<file path="src/rtl/mcu_debug_engine.sv">
// -----------------------------------------------------------------------------
// mcu_debug_engine
// Debug command engine between the serial front end and the target MCU.
// Accepts one decoded command at a time (valid/ready), drives one-cycle MCU
// strobes, waits for completion with a timeout and returns one response per
// command. Adds hardware PC breakpoints, single-step and status read.
//
// Ports
//   clk, reset                 clock, synchronous active-low reset
//   cmd_valid/cmd_ready        command handshake; cmd_op/cmd_addr/cmd_data payload
//   rsp_valid/rsp_ready        response handshake; rsp_data/rsp_err payload
//   pc, mcu_busy, d_rd,        MCU status: program counter, request in progress,
//   mcu_error                  read data and access-failure flag
//   d_in, addr                 request data / address, latched at accept
//   pause, resume, mcu_reset,  one-cycle MCU strobes
//   reg_rd, reg_wr, mem_rd,
//   mem_wr
//   mem_rw_byte                byte-granular qualifier for mem_rd/mem_wr
//   out_valid                  high in every strobe cycle
//   halted                     MCU held paused by the debugger
// -----------------------------------------------------------------------------
module mcu_debug_engine #(
    parameter int DW      = 32,
    parameter int AW      = 32,
    parameter int NUM_BP  = 4,
    parameter int TIMEOUT = 1024
) (
    input  logic          clk,
    input  logic          reset,
    input  logic          cmd_valid,
    output logic          cmd_ready,
    input  logic [3:0]    cmd_op,
    input  logic [AW-1:0] cmd_addr,
    input  logic [DW-1:0] cmd_data,
    output logic          rsp_valid,
    input  logic          rsp_ready,
    output logic [DW-1:0] rsp_data,
    output logic          rsp_err,
    input  logic [AW-1:0] pc,
    input  logic          mcu_busy,
    input  logic [DW-1:0] d_rd,
    input  logic          mcu_error,
    output logic [DW-1:0] d_in,
    output logic [AW-1:0] addr,
    output logic          pause,
    output logic          resume,
    output logic          mcu_reset,
    output logic          reg_rd,
    output logic          reg_wr,
    output logic          mem_rd,
    output logic          mem_wr,
    output logic          mem_rw_byte,
    output logic          out_valid,
    output logic          halted
);

    localparam int SLOT_W = (NUM_BP > 1) ? $clog2(NUM_BP) : 1;
    localparam int CNT_W  = $clog2(TIMEOUT);

    localparam logic [3:0] OP_PAUSE  = 4'h1, OP_RESUME = 4'h2, OP_RESET  = 4'h3;
    localparam logic [3:0] OP_MEM_RD = 4'h4, OP_MEM_WR = 4'h5, OP_REG_RD = 4'h6;
    localparam logic [3:0] OP_REG_WR = 4'h7, OP_MRD_B  = 4'h8, OP_MWR_B  = 4'h9;
    localparam logic [3:0] OP_BP_SET = 4'hA, OP_BP_CLR = 4'hB, OP_STEP   = 4'hC;
    localparam logic [3:0] OP_STATUS = 4'hD;

    typedef enum logic [1:0] {
        ST_IDLE  = 2'd0,
        ST_ISSUE = 2'd1,
        ST_WAIT  = 2'd2,
        ST_RESP  = 2'd3
    } state_t;

    // Ops that need the MCU halted (memory/register access and single-step).
    function automatic logic needs_halt(input logic [3:0] op);
        return ((op >= OP_MEM_RD) && (op <= OP_MWR_B)) || (op == OP_STEP);
    endfunction

    // Ops that go out to the MCU through ISSUE/WAIT.
    function automatic logic is_remote(input logic [3:0] op);
        return ((op >= OP_PAUSE) && (op <= OP_MWR_B)) || (op == OP_STEP);
    endfunction

    function automatic logic is_read(input logic [3:0] op);
        return (op == OP_MEM_RD) || (op == OP_REG_RD) || (op == OP_MRD_B);
    endfunction

    state_t            state_r, state_nxt_s;
    logic [3:0]        op_r;
    logic [AW-1:0]     bp_pc_r [NUM_BP];
    logic [NUM_BP-1:0] bp_en_r, bp_match_s;
    logic [AW-1:0]     skip_pc_r, pc0_r;
    logic              skip_vld_r;
    logic [CNT_W-1:0]  wait_cnt_r;
    logic [DW-1:0]     status_s;
    logic [SLOT_W-1:0] slot_s;
    logic              accept_s, reject_s, local_s, issue_s, slot_ok_s;
    logic              step_op_s, wait_done_s, wait_tmo_s, wait_end_s, step_end_s;
    logic              step_busy_s, resume_issue_s, bp_hit_s;

    logic              pause_r, resume_r, mcu_reset_r, reg_rd_r, reg_wr_r;
    logic              mem_rd_r, mem_wr_r, mem_rw_byte_r, out_valid_r, halted_r;
    logic              rsp_valid_r, rsp_err_r;
    logic [DW-1:0]     rsp_data_r, d_in_r;
    logic [AW-1:0]     addr_r;
    logic              pause_nxt, resume_nxt, mcu_reset_nxt, reg_rd_nxt, reg_wr_nxt;
    logic              mem_rd_nxt, mem_wr_nxt, mem_rw_byte_nxt, out_valid_nxt, halted_nxt;
    logic              rsp_valid_nxt, rsp_err_nxt;
    logic [DW-1:0]     rsp_data_nxt;

    // cmd_ready is a pure decode of state registers so it reads 1 straight out of reset.
    assign cmd_ready   = (state_r == ST_IDLE) && !rsp_valid_r;
    assign pause       = pause_r;
    assign resume      = resume_r;
    assign mcu_reset   = mcu_reset_r;
    assign reg_rd      = reg_rd_r;
    assign reg_wr      = reg_wr_r;
    assign mem_rd      = mem_rd_r;
    assign mem_wr      = mem_wr_r;
    assign mem_rw_byte = mem_rw_byte_r;
    assign out_valid   = out_valid_r;
    assign halted      = halted_r;
    assign rsp_valid   = rsp_valid_r;
    assign rsp_data    = rsp_data_r;
    assign rsp_err     = rsp_err_r;
    assign d_in        = d_in_r;
    assign addr        = addr_r;

    assign accept_s    = cmd_valid && cmd_ready;
    assign slot_s      = cmd_data[SLOT_W-1:0];
    assign slot_ok_s   = (32'(slot_s) < 32'(NUM_BP));
    assign reject_s    = needs_halt(cmd_op) && !halted_r;
    assign local_s     = !is_remote(cmd_op) || reject_s;
    assign issue_s     = accept_s && !local_s;
    assign step_op_s   = (op_r == OP_STEP);
    // A step completes on PC movement, everything else on the MCU dropping busy.
    assign wait_done_s = step_op_s ? (pc != pc0_r) : !mcu_busy;
    assign wait_tmo_s  = !wait_done_s && (wait_cnt_r == CNT_W'(TIMEOUT - 1));
    assign wait_end_s  = (state_r == ST_WAIT) && (wait_done_s || wait_tmo_s);
    assign step_end_s  = wait_end_s && step_op_s;
    assign step_busy_s = ((state_r == ST_ISSUE) || (state_r == ST_WAIT)) && step_op_s;
    assign resume_issue_s = (state_r == ST_ISSUE) && ((op_r == OP_RESUME) || (op_r == OP_STEP));
    // skip_pc masks the breakpoint we just resumed from until the PC moves off it.
    assign bp_hit_s    = !halted_r && !step_busy_s && !resume_issue_s && (|bp_match_s) &&
                         !(skip_vld_r && (pc == skip_pc_r));

    // Per-slot breakpoint compare against the live PC.
    always_comb begin
        bp_match_s = '0;
        for (int i = 0; i < NUM_BP; i++) begin
            bp_match_s[i] = bp_en_r[i] && (bp_pc_r[i] == pc);
        end
    end

    // Status word: halted in bit 0, enable mask above it.
    always_comb begin
        status_s = '0;
        status_s[0] = halted_r;
        status_s[NUM_BP:1] = bp_en_r;
    end

    // FSM state register.
    always_ff @(posedge clk) begin
        if (!reset) begin
            state_r <= ST_IDLE;
        end else begin
            state_r <= state_nxt_s;
        end
    end

    // FSM next-state logic.
    always_comb begin
        state_nxt_s = state_r;
        case (state_r)
            ST_IDLE: begin
                if (accept_s) begin
                    state_nxt_s = local_s ? ST_RESP : ST_ISSUE;
                end else begin
                    state_nxt_s = ST_IDLE;
                end
            end
            ST_ISSUE: state_nxt_s = ST_WAIT;
            ST_WAIT: begin
                if (wait_end_s) begin
                    state_nxt_s = ST_RESP;
                end else begin
                    state_nxt_s = ST_WAIT;
                end
            end
            ST_RESP: begin
                if (rsp_ready) begin
                    state_nxt_s = ST_IDLE;
                end else begin
                    state_nxt_s = ST_RESP;
                end
            end
            default: state_nxt_s = ST_IDLE;
        endcase
    end

    // FSM output logic: next values of every registered output.
    always_comb begin
        pause_nxt     = 1'b0;
        resume_nxt    = 1'b0;
        mcu_reset_nxt = 1'b0;
        reg_rd_nxt    = 1'b0;
        reg_wr_nxt    = 1'b0;
        mem_rd_nxt    = 1'b0;
        mem_wr_nxt    = 1'b0;
        rsp_valid_nxt = 1'b0;
        rsp_data_nxt  = '0;
        rsp_err_nxt   = 1'b0;
        if (issue_s) begin
            case (cmd_op)
                OP_PAUSE:             pause_nxt     = 1'b1;
                OP_RESUME, OP_STEP:   resume_nxt    = 1'b1;
                OP_RESET:             mcu_reset_nxt = 1'b1;
                OP_MEM_RD, OP_MRD_B:  mem_rd_nxt    = 1'b1;
                OP_MEM_WR, OP_MWR_B:  mem_wr_nxt    = 1'b1;
                OP_REG_RD:            reg_rd_nxt    = 1'b1;
                OP_REG_WR:            reg_wr_nxt    = 1'b1;
                default:              pause_nxt     = 1'b0;
            endcase
            mem_rw_byte_nxt = (cmd_op == OP_MRD_B) || (cmd_op == OP_MWR_B);
        end else begin
            mem_rw_byte_nxt = 1'b0;
        end
        // Breakpoint hits and step completion re-pause the MCU.
        pause_nxt = pause_nxt | bp_hit_s | step_end_s;
        out_valid_nxt = pause_nxt | resume_nxt | mcu_reset_nxt | reg_rd_nxt |
                        reg_wr_nxt | mem_rd_nxt | mem_wr_nxt;

        case (state_r)
            ST_IDLE: begin
                if (accept_s && local_s) begin
                    rsp_valid_nxt = 1'b1;
                    if (reject_s || (cmd_op >= 4'hE)) begin
                        rsp_err_nxt = 1'b1;
                    end else if ((cmd_op == OP_BP_SET) || (cmd_op == OP_BP_CLR)) begin
                        rsp_err_nxt = !slot_ok_s;
                    end else begin
                        rsp_err_nxt = 1'b0;
                    end
                    rsp_data_nxt = ((cmd_op == OP_STATUS) && !reject_s) ? status_s : '0;
                end else begin
                    rsp_valid_nxt = 1'b0;
                end
            end
            ST_WAIT: begin
                if (wait_end_s) begin
                    rsp_valid_nxt = 1'b1;
                    if (wait_tmo_s) begin
                        rsp_err_nxt = 1'b1;
                    end else if (step_op_s) begin
                        rsp_data_nxt = DW'(pc);
                    end else begin
                        rsp_data_nxt = is_read(op_r) ? d_rd : '0;
                        rsp_err_nxt  = mcu_error;
                    end
                end else begin
                    rsp_valid_nxt = 1'b0;
                end
            end
            ST_RESP: begin
                if (rsp_ready) begin
                    rsp_valid_nxt = 1'b0;
                end else begin
                    rsp_valid_nxt = rsp_valid_r;
                    rsp_data_nxt  = rsp_data_r;
                    rsp_err_nxt   = rsp_err_r;
                end
            end
            default: rsp_valid_nxt = 1'b0;
        endcase

        // Run-control changes take effect at the end of the ISSUE cycle.
        if (state_r == ST_ISSUE) begin
            case (op_r)
                OP_PAUSE:                     halted_nxt = 1'b1;
                OP_RESUME, OP_RESET, OP_STEP: halted_nxt = 1'b0;
                default:                      halted_nxt = halted_r;
            endcase
        end else if (step_end_s) begin
            halted_nxt = 1'b1;
        end else begin
            halted_nxt = halted_r;
        end
        halted_nxt = halted_nxt | bp_hit_s;
    end

    // Command latches, breakpoint table, skip/step tracking and output registers.
    always_ff @(posedge clk) begin
        if (!reset) begin
            op_r          <= 4'h0;
            bp_en_r       <= '0;
            for (int i = 0; i < NUM_BP; i++) begin
                bp_pc_r[i] <= '0;
            end
            skip_pc_r     <= '0;
            skip_vld_r    <= 1'b0;
            pc0_r         <= '0;
            wait_cnt_r    <= '0;
            pause_r       <= 1'b0;
            resume_r      <= 1'b0;
            mcu_reset_r   <= 1'b0;
            reg_rd_r      <= 1'b0;
            reg_wr_r      <= 1'b0;
            mem_rd_r      <= 1'b0;
            mem_wr_r      <= 1'b0;
            mem_rw_byte_r <= 1'b0;
            out_valid_r   <= 1'b0;
            halted_r      <= 1'b0;
            rsp_valid_r   <= 1'b0;
            rsp_data_r    <= '0;
            rsp_err_r     <= 1'b0;
            d_in_r        <= '0;
            addr_r        <= '0;
        end else begin
            if (accept_s) begin
                op_r   <= cmd_op;
                addr_r <= cmd_addr;
                d_in_r <= cmd_data;
                if ((cmd_op == OP_BP_SET) && slot_ok_s) begin
                    bp_pc_r[slot_s] <= cmd_addr;
                    bp_en_r[slot_s] <= 1'b1;
                end
                if ((cmd_op == OP_BP_CLR) && slot_ok_s) begin
                    bp_en_r[slot_s] <= 1'b0;
                end
            end
            if (resume_issue_s) begin
                skip_pc_r  <= pc;
                skip_vld_r <= 1'b1;
                pc0_r      <= pc;
            end else if (skip_vld_r && (pc != skip_pc_r)) begin
                skip_vld_r <= 1'b0;
            end
            wait_cnt_r    <= (state_r == ST_WAIT) ? (wait_cnt_r + CNT_W'(1)) : '0;
            pause_r       <= pause_nxt;
            resume_r      <= resume_nxt;
            mcu_reset_r   <= mcu_reset_nxt;
            reg_rd_r      <= reg_rd_nxt;
            reg_wr_r      <= reg_wr_nxt;
            mem_rd_r      <= mem_rd_nxt;
            mem_wr_r      <= mem_wr_nxt;
            mem_rw_byte_r <= mem_rw_byte_nxt;
            out_valid_r   <= out_valid_nxt;
            halted_r      <= halted_nxt;
            rsp_valid_r   <= rsp_valid_nxt;
            rsp_data_r    <= rsp_data_nxt;
            rsp_err_r     <= rsp_err_nxt;
        end
    end

endmodule

</file>
<file path="config.mk">
export PLATFORM = sky130hd
export DESIGN_NAME = mcu_debug_engine
export DESIGN_NICKNAME = d
export VERILOG_FILES = /design/src/rtl/mcu_debug_engine.sv
export SDC_FILE = /design/constraint.sdc
export NUM_CORES = 1
export LEC_CHECK = 0
export ABC_AREA = 1
export BUFFER_PORTS_ARGS = -buffer_cell sky130_fd_sc_hd__buf_2
export CORE_ASPECT_RATIO = 0.75
export CORE_MARGIN = 2
export CORE_UTILIZATION = 58
export CTS_BUF_LIST = sky130_fd_sc_hd__clkbuf_2
export DETAILED_ROUTE_END_ITERATION = 12
export GPL_TIMING_DRIVEN = 0
export PLACE_DENSITY = 0.85
export SLEW_MARGIN = 20
export SYNTH_ARGS = -nofsm -noshare
export SYNTH_HDL_FRONTEND = slang
export SYNTH_SLANG_ARGS = --single-unit
</file>
<file path="constraint.sdc">
create_clock -name clk -period 6 [get_ports clk]
set_clock_uncertainty 0.05 [all_clocks]
set_input_delay 1.8 -clock clk [delete_from_list [all_inputs] [get_ports clk]]
set_output_delay 1.8 -clock clk [all_outputs]
set_load 0.01 [all_outputs]
</file>
==> summary.md <==
| Metric | Value |
|---|---|
| Status | finished, final reports clean |
| PwrDens | 270 nW/µm² |
| R2r setup slk | 3300 ps |
| Layout area overhead | 17.4% |
| Fin crit share | 0.600 |
| Vias/cell | 5.56 |
| Port-buffer cells | 237 |
| Synth warn | 0 |
| Unrepaired setup endpoints after global routing | false |
| Cell Rows | 47 |
| H-tree level count | 3 |
| Setup bufs post-CTS | 0 |
| IO Count | 247 |
| Crit-path max cell delay | 340 ps |
| Critical Path, Cell by Cell | inv_1, ha_1, inv_2, nor2_2, buf_2 |
| Worst slew pin tran | 827 ps |
| Core box area | 22300 µm² |
| Worst Setup SP | state_r[1] |
| Sequential fraction of the synthesis area | 0.533 |
| P_leak | 6.99 nW |
| CTS resizes | 0 |
| Top FF cell, synth | dfxtp_1 |
| Vias | 12748 |
| Leading cell type in the layout, fill and taps excluded | nand2_1 |
| Crit path to | cmd_ready |
| Largest net degree at the start of global routing | 33 |
| Clock sinks | 289 |
| Syn Nets | 1780 |
| Synth cell types | 36 |
| Clock Pin Slew Worst Setup and Hold Paths | 100 ps |
| Worst reg2reg startpoint | state_r[1] |
| Reg area | 7070 µm² |
| Vias in the first global route | 11733 |
| Post-layout min period | 3600 ps |
| Clock latency on the worst-skew pair | 870 ps |
| Hold buffer count at CTS | 0 |
| Post-synthesis average cell area | 8.10 µm² |
| Iteration-0 DRC Markers | 1631 |
| Overflow after GRT | 0 |
| CTS Buffer Depth | 3 |
| Commonest cells after routing, fill and taps aside | nand2_1, buf_2, nor2_1 |
| Crit end category | output pin |
| Ys async rst share | 0 |
| Die height | 135 µm |
| Worst reg-to-reg path cell count | 11 |
| Nets | 2092 |
| TritonCTS clock tree | done |
| Initial cell density of the core | 0.595 |
| Crit-path slowest cell | dfxtp_1 |
| Number of remaining DRC errors | 0 |
| Total track usage | 0.349 |
| Antenna violations before repair | 1 |
| Post-DP HPWL | 32900 µm |
| Die width | 179 µm |
| Drt first pass iters | 6 |
| Die area | 24100 µm² |
| Cts bufs inserted | 71 |
| First-pass GRT wire length | 63200 µm |
| Fillcell total | 1858 |
| Post-Syn Area | 13300 µm² |
| Slew HR | 0.449 |
| Total Wirelength | 42800 µm |
| Multi-input logic area | 5180 µm² |
| MaxCap Viol Count | 0 |
| Final Wtd Congestion | 0.920 |
| R2r endpoint | bp_pc_r[1][11] |
| Peak supply drop | 0.000185 V |
| # setup viols final | 0 |
| DP Area | 14900 µm² |
| WS Path Type | reg -> out |
| #FFs+latches synth | 289 |
| Max FO, Critical Path | 3 |
| Overall power | 4.20 mW |
| CP required | 4150 ps |
| Worst hold path type | reg -> reg |
| Per-cell routed wire length | 18.7 µm |
| Hold path start | rsp_data[9] |
| Post-Layout Inst Area | 15600 µm² |
| Share of layout cells above drive strength 1 | 0.206 |
| CTS root buffer | clkbuf_2 |
| Final hold viol count | 0 |
| Antenna viol nets, final | 0 |
| Fmax | 278 MHz |
| Setup crit start kind | register |
| Critical Path AT | 1750 ps |
| Post-synthesis cell count | 1637 |
| Slew Limit Fails | 0 |
| EDFF count, synth | 128 |
==> worst min-delay path by stage <==
stage / endpoint / depth (start not counted)
3_5_place_dp: d_in[10] / 2
6_report: rsp_data[9] / 2
2_1_floorplan: wait_cnt_r[0] / 1
5_1_grt: rsp_data[17] / 2
4_1_cts: rsp_data[9] / 2
3_3_place_gp: wait_cnt_r[0] / 1
==> area by class of cell <==
type                    instances  share of cell area
flip-flops and latches        289               0.454
multi-input cells            1093               0.333
repair buffers                239              0.0797
inverters                     182              0.0439
clock buffers                  97              0.0312
well taps                     294              0.0236
plain buffers                  73              0.0229
clock inverters                26              0.0120
diodes                          1            0.000161
==> routing by layer <==
metal / vias to the layer above / wire [µm] / track usage
li1: 5993 / - / -
met1: 5874 / 17800 / 0.505
met2: 804 / 18500 / 0.524
met3: 77 / 5670 / 0.0850
met4: 0 / 826 / 0.0958
met5: - / 0 / 0
==> cell families (layout without fill, tap and decap cells) <==
| family | after synthesis | after routing | synth area share |
|---|---|---|---|
| adders and majority gates | 5 | 5 | 0.00472 |
| and+or+nand+nor | 699 | 699 | 0.218 |
| xor gates and xnor gates | 53 | 53 | 0.0350 |
| DFF | 289 | 289 | 0.533 |
| AOI/OAI and AO/OA | 336 | 336 | 0.131 |
| other | 0 | 1 | 0 |
| buffers and inverters | 255 | 617 | 0.0784 |
==> critical path, delay by kind of cell (launching register included) <==
kind / cells / cell delay, ps
fa+ha+maj: 1 / 150
buf+inv: 3 / 280
flops: 1 / 340
simple gates: 1 / 110
==> Yosys cell counts (all sizes together), types with 4 or more instances <==
master / n / area share
a21oi: 151 / 0.057
buf: 22 / 0.012
clkbuf: 51 / 0.014
dfxtp: 161 / 0.24
edfxtp: 128 / 0.29
ha: 5 / 0.0047
inv: 180 / 0.051
nand2: 375 / 0.11
nand3: 38 / 0.016
nand4: 9 / 0.0042
nor2: 213 / 0.064
nor3: 49 / 0.021
o211ai: 4 / 0.0023
o21ai: 146 / 0.055
o22ai: 28 / 0.013
or2: 15 / 0.0071
xnor2: 35 / 0.023
xor2: 18 / 0.012
==> metrics by stage <==
step                setup TNS [ps]  cells  hold WS, ps  utilization  setup WS (ps)
floorplan                        0   1637          368            -            807
global placement            -34680   2168          379        0.665           -599
detailed placement               0   2170          402        0.669           2040
CTS                              0   2293          416        0.699           2380
global route                     0   2294          431        0.699           2290
finish                           0   2294          416        0.699           2400
==> report_power, final <==
group	internal [mW]	total [mW]	switching [mW]	leakage, nW
clock	0.567	1.39	0.826	0.486
sequential	2.15	2.20	0.0517	2.63
combinational	0.196	0.607	0.412	3.87
total	2.91	4.20	1.29	6.99
==> flip-flops by register name (all words and copies together), names as in the netlist, 2 cells and up, named ones only <==
| register | flops |
|---|---|
| d_in | 32 |
| rsp_data | 32 |
| op_r | 4 |
| pc0_r | 32 |
| addr | 32 |
| state_r | 2 |
| bp_en_r | 3 |
| bp_pc_r | 128 |
| wait_cnt_r | 10 |
Note: power is estimated with default switching activity, not from simulation.
